File: src/rtl/wbs_uart_pkg.sv
// rtl/wbs_uart_pkg.sv - shared encodings for the Wishbone UART transmitter
package wbs_uart_pkg;

    localparam int PARITY_NONE = 0;
    localparam int PARITY_EVEN = 1;
    localparam int PARITY_ODD  = 2;

    typedef enum logic [2:0] {
        ST_IDLE,
        ST_START,
        ST_DATA,
        ST_PARITY,
        ST_STOP
    } tx_state_e;

    localparam int STAT_BUSY    = 0;
    localparam int STAT_FULL    = 1;
    localparam int STAT_EMPTY   = 2;
    localparam int STAT_LVL_LSB = 3;
    localparam int STAT_LVL_MAX = 31;

endpackage

File: src/rtl/wbs_uart_fifo.sv
// rtl/wbs_uart_fifo.sv - synchronous FIFO with extra-MSB pointers
module wbs_uart_fifo #(
    parameter int WIDTH = 8,
    parameter int DEPTH = 4
) (
    input  logic                     clk_i,
    input  logic                     rst_ni,
    input  logic                     push_i,
    input  logic                     pop_i,
    input  logic [WIDTH-1:0]         din_i,
    output logic [WIDTH-1:0]         dout_o,
    output logic                     full_o,
    output logic                     empty_o,
    output logic [$clog2(DEPTH):0]   level_o
);
    localparam int AW = $clog2(DEPTH);

    logic [AW:0]      wptr_q, wptr_d;
    logic [AW:0]      rptr_q, rptr_d;
    logic [WIDTH-1:0] mem_q [DEPTH];

    always_comb begin
        wptr_d = wptr_q;
        rptr_d = rptr_q;
        if (push_i) wptr_d = wptr_q + 1'b1;
        if (pop_i)  rptr_d = rptr_q + 1'b1;
    end

    always_ff @(posedge clk_i or negedge rst_ni) begin
        if (!rst_ni) begin
            wptr_q <= '0;
            rptr_q <= '0;
        end else begin
            wptr_q <= wptr_d;
            rptr_q <= rptr_d;
        end
    end

    // Storage needs no reset: an entry is only read after it has been written.
    always_ff @(posedge clk_i) begin
        if (push_i) mem_q[wptr_q[AW-1:0]] <= din_i;
    end

    assign dout_o  = mem_q[rptr_q[AW-1:0]];
    assign empty_o = (wptr_q == rptr_q);
    assign full_o  = (wptr_q[AW] != rptr_q[AW]) && (wptr_q[AW-1:0] == rptr_q[AW-1:0]);
    assign level_o = wptr_q - rptr_q;

endmodule

File: src/rtl/wbs_uart_tx_fifo.sv
// rtl/wbs_uart_tx_fifo.sv - Wishbone pipelined UART transmitter with write FIFO
module wbs_uart_tx_fifo
    import wbs_uart_pkg::*;
#(
    parameter int TICKS_PER_BAUD = 16,
    parameter int DATA_BITS      = 8,
    parameter int PARITY         = 0,
    parameter int STOP_BITS      = 1,
    parameter int FIFO_DEPTH     = 4
) (
    input  logic       wbs_clk_i,
    input  logic       wbs_rst_ni,
    input  logic       wbs_stb_i,
    input  logic       wbs_we_i,
    input  logic [7:0] wbs_dat_i,
    output logic [7:0] wbs_dat_o,
    output logic       wbs_ack_o,
    output logic       wbs_stall_o,
    output logic       uart_tx
);
    localparam int         CW        = $clog2(TICKS_PER_BAUD);
    localparam int         LW        = $clog2(FIFO_DEPTH) + 1;
    localparam logic [7:0] DATA_MASK = 8'((1 << DATA_BITS) - 1);

    logic          accept, wr_push;
    logic          fifo_pop, fifo_full, fifo_empty;
    logic [7:0]    fifo_dout;
    logic [LW-1:0] fifo_level;
    logic [31:0]   level_ext;
    logic [4:0]    level_sat;
    logic [7:0]    status;

    logic          ack_q;
    logic [7:0]    dat_q, dat_d;

    tx_state_e     state_q, state_d;
    logic [CW-1:0] cnt_q, cnt_d;
    logic [2:0]    bit_idx_q, bit_idx_d;
    logic          stop_idx_q, stop_idx_d;
    logic [7:0]    shift_q, shift_d;
    logic          par_q, par_d;
    logic          bit_end, load, tx_c;

    assign wbs_stall_o = fifo_full && wbs_we_i;
    assign accept      = wbs_stb_i && !wbs_stall_o;
    assign wr_push     = accept && wbs_we_i;

    // Unused high character bits are zeroed on entry so parity can span all 8 bits.
    wbs_uart_fifo #(
        .WIDTH (8),
        .DEPTH (FIFO_DEPTH)
    ) u_fifo (
        .clk_i   (wbs_clk_i),
        .rst_ni  (wbs_rst_ni),
        .push_i  (wr_push),
        .pop_i   (fifo_pop),
        .din_i   (wbs_dat_i & DATA_MASK),
        .dout_o  (fifo_dout),
        .full_o  (fifo_full),
        .empty_o (fifo_empty),
        .level_o (fifo_level)
    );

    always_comb begin
        level_ext = 32'(fifo_level);
        level_sat = (level_ext > 32'(STAT_LVL_MAX)) ? 5'(STAT_LVL_MAX) : level_ext[4:0];
        status                 = '0;
        status[STAT_BUSY]      = (state_q != ST_IDLE);
        status[STAT_FULL]      = fifo_full;
        status[STAT_EMPTY]     = fifo_empty;
        status[7:STAT_LVL_LSB] = level_sat;
        dat_d = (accept && !wbs_we_i) ? status : 8'h00;
    end

    // Reset value of the read register mirrors the idle, empty status word.
    always_ff @(posedge wbs_clk_i or negedge wbs_rst_ni) begin
        if (!wbs_rst_ni) begin
            ack_q <= 1'b0;
            dat_q <= 8'h04;
        end else begin
            ack_q <= accept;
            dat_q <= dat_d;
        end
    end

    assign wbs_ack_o = ack_q;
    assign wbs_dat_o = dat_q;

    assign bit_end = (cnt_q == CW'(TICKS_PER_BAUD - 1));

    always_comb begin
        state_d    = state_q;
        bit_idx_d  = bit_idx_q;
        stop_idx_d = stop_idx_q;
        shift_d    = shift_q;
        par_d      = par_q;
        fifo_pop   = 1'b0;
        load       = 1'b0;
        tx_c       = 1'b1;
        cnt_d      = (state_q == ST_IDLE || bit_end) ? '0 : cnt_q + 1'b1;

        case (state_q)
            ST_IDLE: begin
                if (!fifo_empty) load = 1'b1;
            end
            ST_START: begin
                tx_c = 1'b0;
                if (bit_end) state_d = ST_DATA;
            end
            ST_DATA: begin
                tx_c = shift_q[0];
                if (bit_end) begin
                    shift_d   = shift_q >> 1;
                    bit_idx_d = bit_idx_q + 3'd1;
                    if (bit_idx_q == 3'(DATA_BITS - 1))
                        state_d = (PARITY != PARITY_NONE) ? ST_PARITY : ST_STOP;
                end
            end
            ST_PARITY: begin
                tx_c = par_q;
                if (bit_end) state_d = ST_STOP;
            end
            ST_STOP: begin
                if (bit_end) begin
                    if (STOP_BITS == 2 && !stop_idx_q) stop_idx_d = 1'b1;
                    else if (!fifo_empty)              load       = 1'b1;
                    else                               state_d    = ST_IDLE;
                end
            end
            default: state_d = ST_IDLE;
        endcase

        // Shared by IDLE and the end of STOP so queued characters follow without a gap.
        if (load) begin
            fifo_pop   = 1'b1;
            shift_d    = fifo_dout;
            par_d      = (^fifo_dout) ^ (PARITY == PARITY_ODD);
            bit_idx_d  = 3'd0;
            stop_idx_d = 1'b0;
            state_d    = ST_START;
        end
    end

    always_ff @(posedge wbs_clk_i or negedge wbs_rst_ni) begin
        if (!wbs_rst_ni) begin
            state_q    <= ST_IDLE;
            cnt_q      <= '0;
            bit_idx_q  <= 3'd0;
            stop_idx_q <= 1'b0;
            shift_q    <= 8'h00;
            par_q      <= 1'b0;
        end else begin
            state_q    <= state_d;
            cnt_q      <= cnt_d;
            bit_idx_q  <= bit_idx_d;
            stop_idx_q <= stop_idx_d;
            shift_q    <= shift_d;
            par_q      <= par_d;
        end
    end

    assign uart_tx = tx_c;

endmodule
File: config.mk
export PLATFORM = sky130hd
export DESIGN_NAME = wbs_uart_tx_fifo
export DESIGN_NICKNAME = d
export VERILOG_FILES = /design/src/rtl/wbs_uart_pkg.sv /design/src/rtl/wbs_uart_fifo.sv /design/src/rtl/wbs_uart_tx_fifo.sv
export SDC_FILE = /design/constraint.sdc
export NUM_CORES = 1
export LEC_CHECK = 0
export CAP_MARGIN = 20
export CORE_AREA = 10 10 89 91
export DETAILED_ROUTE_END_ITERATION = 12
export DIE_AREA = 0 0 99 101
export PLACE_DENSITY = 0.72
export SKIP_CTS_REPAIR_TIMING = 1
export SYNTH_ARGS = -nofsm -noshare
export SYNTH_HDL_FRONTEND = slang
export SYNTH_SLANG_ARGS = --single-unit
File: constraint.sdc
create_clock -name wbs_clk_i -period 4.21 [get_ports wbs_clk_i]
set_clock_uncertainty 0.2 [all_clocks]
set_input_delay 0.421 -clock wbs_clk_i [delete_from_list [all_inputs] [get_ports wbs_clk_i]]
set_output_delay 0.421 -clock wbs_clk_i [all_outputs]
set_load 0.005 [all_outputs]
Yosys cells after proc, flatten, opt, wreduce, memory -nomap -nowiden
Memories as Yosys holds them, arrays and structs flattened.
Cells that the tools add are included.

word-level totals
  memories kept = 1
  flip-flop bits (word level) = 32
  RAM bits = 32
  output and inout port bits = 11
  logic and storage cells = 69
  bits of input ports = 12

operators by class
  equal/unequal tests = 16
  multiplexer cells = 23
  reductions and logical operators = 15
  add/subtract/negate cells = 5

memories
  memory        depth  width  rd ports  clocked after memory_dff  wr ports  RTL line             RTL
  u_fifo.mem_q  4      8      1         0                         1         wbs_uart_fifo.sv:20  logic [WIDTH-1:0] mem_q [DEPTH];

operator list
  operator               number
  $mux W3                10
  $mux W8                3
  $ne A3 B3 Y1 const B   6
  $pmux W3 S5            1
  $add A3 B1 Y3 const B  3
  $reduce_xor A8 Y1      1
  $reduce_and A7 Y1      1
  $eq A3 B2 Y1 const B   2
  $eq A3 B3 Y1 const B   2
  $mux W6                1
  $logic_and A1 B1 Y1    5
  $mux W1                5
  $add A4 B1 Y4 const B  1
  $eq A4 B4 Y1 const B   1
  $mux W4                1
  $reduce_bool A2 Y1     2
  $eq A3 B1 Y1 const B   1
  $eq A3 B3 Y1           1
  $logic_not A3 Y1       1
  $pmux W1 S3            1
  $reduce_bool A3 Y1     1
  $sub A3 B3 Y3          1
  $eq A2 B2 Y1           1
  $logic_not A1 Y1       2
  5 further kinds        5

Logic depth before layout (Yosys ltp)
  depth after elaboration = 8
  mapped depth = 9

Cells and area by module
From an unflattened synthesis, not the netlist that was laid out.

unflattened totals
  cell total of the unflattened synthesis = 194
  area, all modules = 2786.4 µm²

by module, submodules not included
  module            times used  seq. area each (µm²)  area each (µm²)  cells each
  wbs_uart_fifo     1           1111.1                1546.5           79
  wbs_uart_tx_fifo  1           651.9                 1239.9           115

Worst setup path before layout
Ideal clock, no wire load.

  path kind = register to register
  start point = reg u_fifo.rptr_q[1]
  end point = mem u_fifo.mem_q[3][0] (enable)
  required time = 3.671 ns
  cell stages (with the launch flop) = 8
  arrival = 1.688 ns
  setup slack = 1.982 ns
  library setup time = 0.339 ns
  cells stage by stage = dfrtp_1 buf_2 inv_1 ha_1 nand3b_1 and3_1 clkbuf_1 and2_1

on the way
  longest elaborated chain between the ends = 8

ends and longest elaborated chain
  item                           RTL line                RTL
  start: declaration             wbs_uart_fifo.sv:19     logic [AW:0] rptr_q, rptr_d;
  start signal: assignment       wbs_uart_fifo.sv:35     rptr_q <= rptr_d;
  $eq A2 B2 Y1                   wbs_uart_fifo.sv:46     assign full_o = (wptr_q[AW] != rptr_q[AW]) && (wptr_q[AW-1:0] == rptr_q[AW-1:0]);
  $logic_and A1 B1 Y1            wbs_uart_fifo.sv:46
  $logic_and A1 B1 Y1            wbs_uart_tx_fifo.sv:44  assign wbs_stall_o = fifo_full && wbs_we_i;
  $logic_not A1 Y1               wbs_uart_tx_fifo.sv:45  assign accept = wbs_stb_i && !wbs_stall_o;
  $logic_and A1 B1 Y1            wbs_uart_tx_fifo.sv:45
  $logic_and A1 B1 Y1            wbs_uart_tx_fifo.sv:46  assign wr_push = accept && wbs_we_i;
  $mux W1                        wbs_uart_fifo.sv:41     if (push_i) mem_q[wptr_q[AW-1:0]] <= din_i;
  $mux W1 (not written as such)  wbs_uart_fifo.sv:41
  end: declaration               wbs_uart_fifo.sv:20

No other way between the ends.

Final worst setup path
  start point = reg u_fifo.rptr_q[1]
  end point = out wbs_stall_o

on the way
  longest elaborated chain between the ends = 3

ends and longest elaborated chain
  item                 RTL line                RTL
  $eq A2 B2 Y1         wbs_uart_fifo.sv:46
  $logic_and A1 B1 Y1  wbs_uart_fifo.sv:46
  $logic_and A1 B1 Y1  wbs_uart_tx_fifo.sv:44
  end: declaration     wbs_uart_tx_fifo.sv:18  output logic wbs_stall_o,

No other way between the ends.

==> results.md <==
* Largest area contributor in the netlist: edfxtp_1
* Highest-count cells in the layout ignoring fill and taps: edfxtp_1 (32), dfrtp_1 (31), clkdlybuf4s50_1 (20), nand2_1 (18), nor2_1 (16)
* Cells after Synth at 193
* Status: finished clean
* Chip height at 101 um
* Final non-filler cell total at 300
* Clock Sinks at 64
* Critical Path End Type: output port
* Worst slew pin tran at 777 ps
* Synth area leaders: edfxtp_1 (35%), dfrtp_1 (28%), mux4_2 (6.6%), ha_1 (4.6%), xnor2_1 (3.9%)
* Slew Viols, Final at 0
* Final Util at 51.4%
* Fin crit period at 2790 ps
* Initial antenna violation count at 0
* Root Buffer: clkbuf_8
* Io pins at 23
* CTS Buf Count at 9
* Period utilisation layout at 66.2%
* Worst IR drop on VDD at 242 uV
* Routed vias at 1454
* HPWL Detailed at 3050 um
* GP Congestion at 0.728
* Slew Limit Headroom at 48.2%
* Layout cell share with drive strength beyond 1 at 11.7%
* Placed cell count at 284
* Area post-placement at 3000 um^2
* Synth Flop Type: edfxtp_1
* Worst Path Arrival at 2170 ps
* Die W at 99 um
* HP Class: in2async
* Startpoint class of the critical path: flop
* FMAX at 359 MHz
* Pwr Density at 454 nW/um^2
* Area Overhead vs Synth at 16.9%
* Post-route design area at 3190 um^2
* Largest net degree at the start of global routing at 27
* GRT Residual Overflow at 0
* # port buffers at 20
* Core area at 6200 um^2
* Post-Syn Area at 2730 um^2
* Synth top area share at 35.2%
* Number of global-route vias before repair at 1506
* GRT Util Overall at 8.93%
* Critical Path RT at 3590 ps
* Leakage at 0.00131 uW
* Final-report setup violation count at 0
* Average wire per standard cell at 13.9 um
* Latest clock arrival within the worst-skew pair at 340 ps
* Flops & latches, synth at 64
* DRC violations left at 0
* TritonRoute pass-1 iters at 4
* Final nets at 241
* Die Area at 10000 um^2
* H-tree depth at 3
* Initial Utilization at 43.9%
* Max-Cap Viols at 0
* Top fanout value on the critical path at 10
* FFs w/ async S/R, synth at 50.0%
* CTS tree: yes
* Netlist cell types at 32
* Starting DRC count in detailed routing at 36
* Final setup TNS at 0 ps
* Vias per std cell at 4.85
* RSZ-0062 raised after global routing: no
* YS warnings at 0
* Floorplan row count at 29
* Commonest non-fill, non-tap cell in the layout: edfxtp_1
* Setup WS pre-CTS at 1630 ps
* Final hold vios at 0
* Avg Synthesized Cell Area at 14.1 um^2
* Crit Path Category: reg2out
* Final WS setup at 1420 ps
* Max Root-Sink Buffers at 2
* First-pass GRT wire length at 7030 um
* Inserted Diodes at 0
* Sequential area share after synthesis at 64.7%
* Routed WL at 4180 um
* EDFF count, synth at 32
* Clock slew at reported path FFs at 70 ps
* DRT antenna net count at 0
-- final timing paths --
path | end | cells past startpoint | slack, ps | from
worst min register to register | cnt_q[0] | 1 | 270 | cnt_q[0]
worst max-delay path | wbs_stall_o | 5 | 1420 | u_fifo.rptr_q[1]
worst max register to register | u_fifo.mem_q[3][5] | 4 | 1710 | u_fifo.rptr_q[0]
worst min-delay path | cnt_q[1] | 1 | 150 | wbs_rst_ni
min in group wbs_clk_i | cnt_q[0] | 1 | 270 | cnt_q[0]
max in group asynchronous | wbs_dat_o[2] | 3 | 2990 | wbs_rst_ni
-- power by group --
group / internal (uW) / switching, uW
Combinational: 103 / 103
Clock: 269 / 225
Sequential: 719 / 28.1
Total: 1090 / 356
-- worst max-delay path, stage by stage (launching register included) --
cell and delay, ps:
dfrtp_1 560, inv_1 160, ha_1 330, nand3b_1 120
nor2_1 140, clkdlybuf4s50_1 530
-- Yosys cell counts, types with 2 or more instances --
library cell and n:
and3_1 3, nand2b_1 2, buf_2 3, nor2_1 16
mux4_2 8, edfxtp_1 32, inv_1 7, dfrtp_1 31
xor2_1 4, clkbuf_1 4, buf_4 2, o21ai_0 10
xnor2_1 12, nand3_1 3, mux2i_1 9, and2_1 4
nand2_1 18, a21oi_1 2, ha_1 10
-- registers in the layout, indices dropped and copies added, names as in the netlist --
register / count
bit_idx_q: 3
cnt_q: 4
par_q: 1
shift_q: 8
state_q: 3
u_fifo.mem_q: 32
u_fifo.rptr_q: 3
u_fifo.wptr_q: 3
wbs_ack_o: 1
wbs_dat_o: 6
-- metrics by stage --
stage | hold slack, ps | total power, uW
6_report | 147 | 1450
5_1_grt | 154 | 1520
4_1_cts | 143 | 1470
3_5_place_dp | 264 | 971
3_3_place_gp | 252 | 961
2_1_floorplan | -74.6 | 882
-- cell families (layout without fill, tap and decap cells) --
group / count (synthesis) / after routing / synth area share, %
muxes: 17 / 17 / 9.91
adders and majority gates: 11 / 11 / 5.32
AOI/OAI and AO/OA: 16 / 16 / 3.30
DFF: 64 / 64 / 64.7
buffers and inverters: 17 / 46 / 3.03
xor gates and xnor gates: 16 / 16 / 5.14
and+or+nand+nor: 51 / 51 / 8.49
other: 1 / 2 / 0.138
-- metal layers --
layer / vias to the layer above / part of all wire, % / wire length [um] / global-route usage, %
met2: 18 / 47 / 1970 / 13.2
met1: 702 / 47 / 1960 / 10.5
met4: 0 / 2.2 / 93 / 6.06
met3: 9 / 3.9 / 164 / 3.50
met5: - / 0 / 0 / 0
li1: 725 / - / - / -
-- layout make-up --
type | instances | area, um^2
multi-input cells | 113 | 885
fillers | 530 | 3020
inverters | 7 | 26.3
clock inverters | 6 | 60.1
clock buffers | 10 | 128
well taps | 77 | 96.3
flip-flops and latches | 64 | 1760
repair buffers | 23 | 230
(Power assumes the default switching activity.)
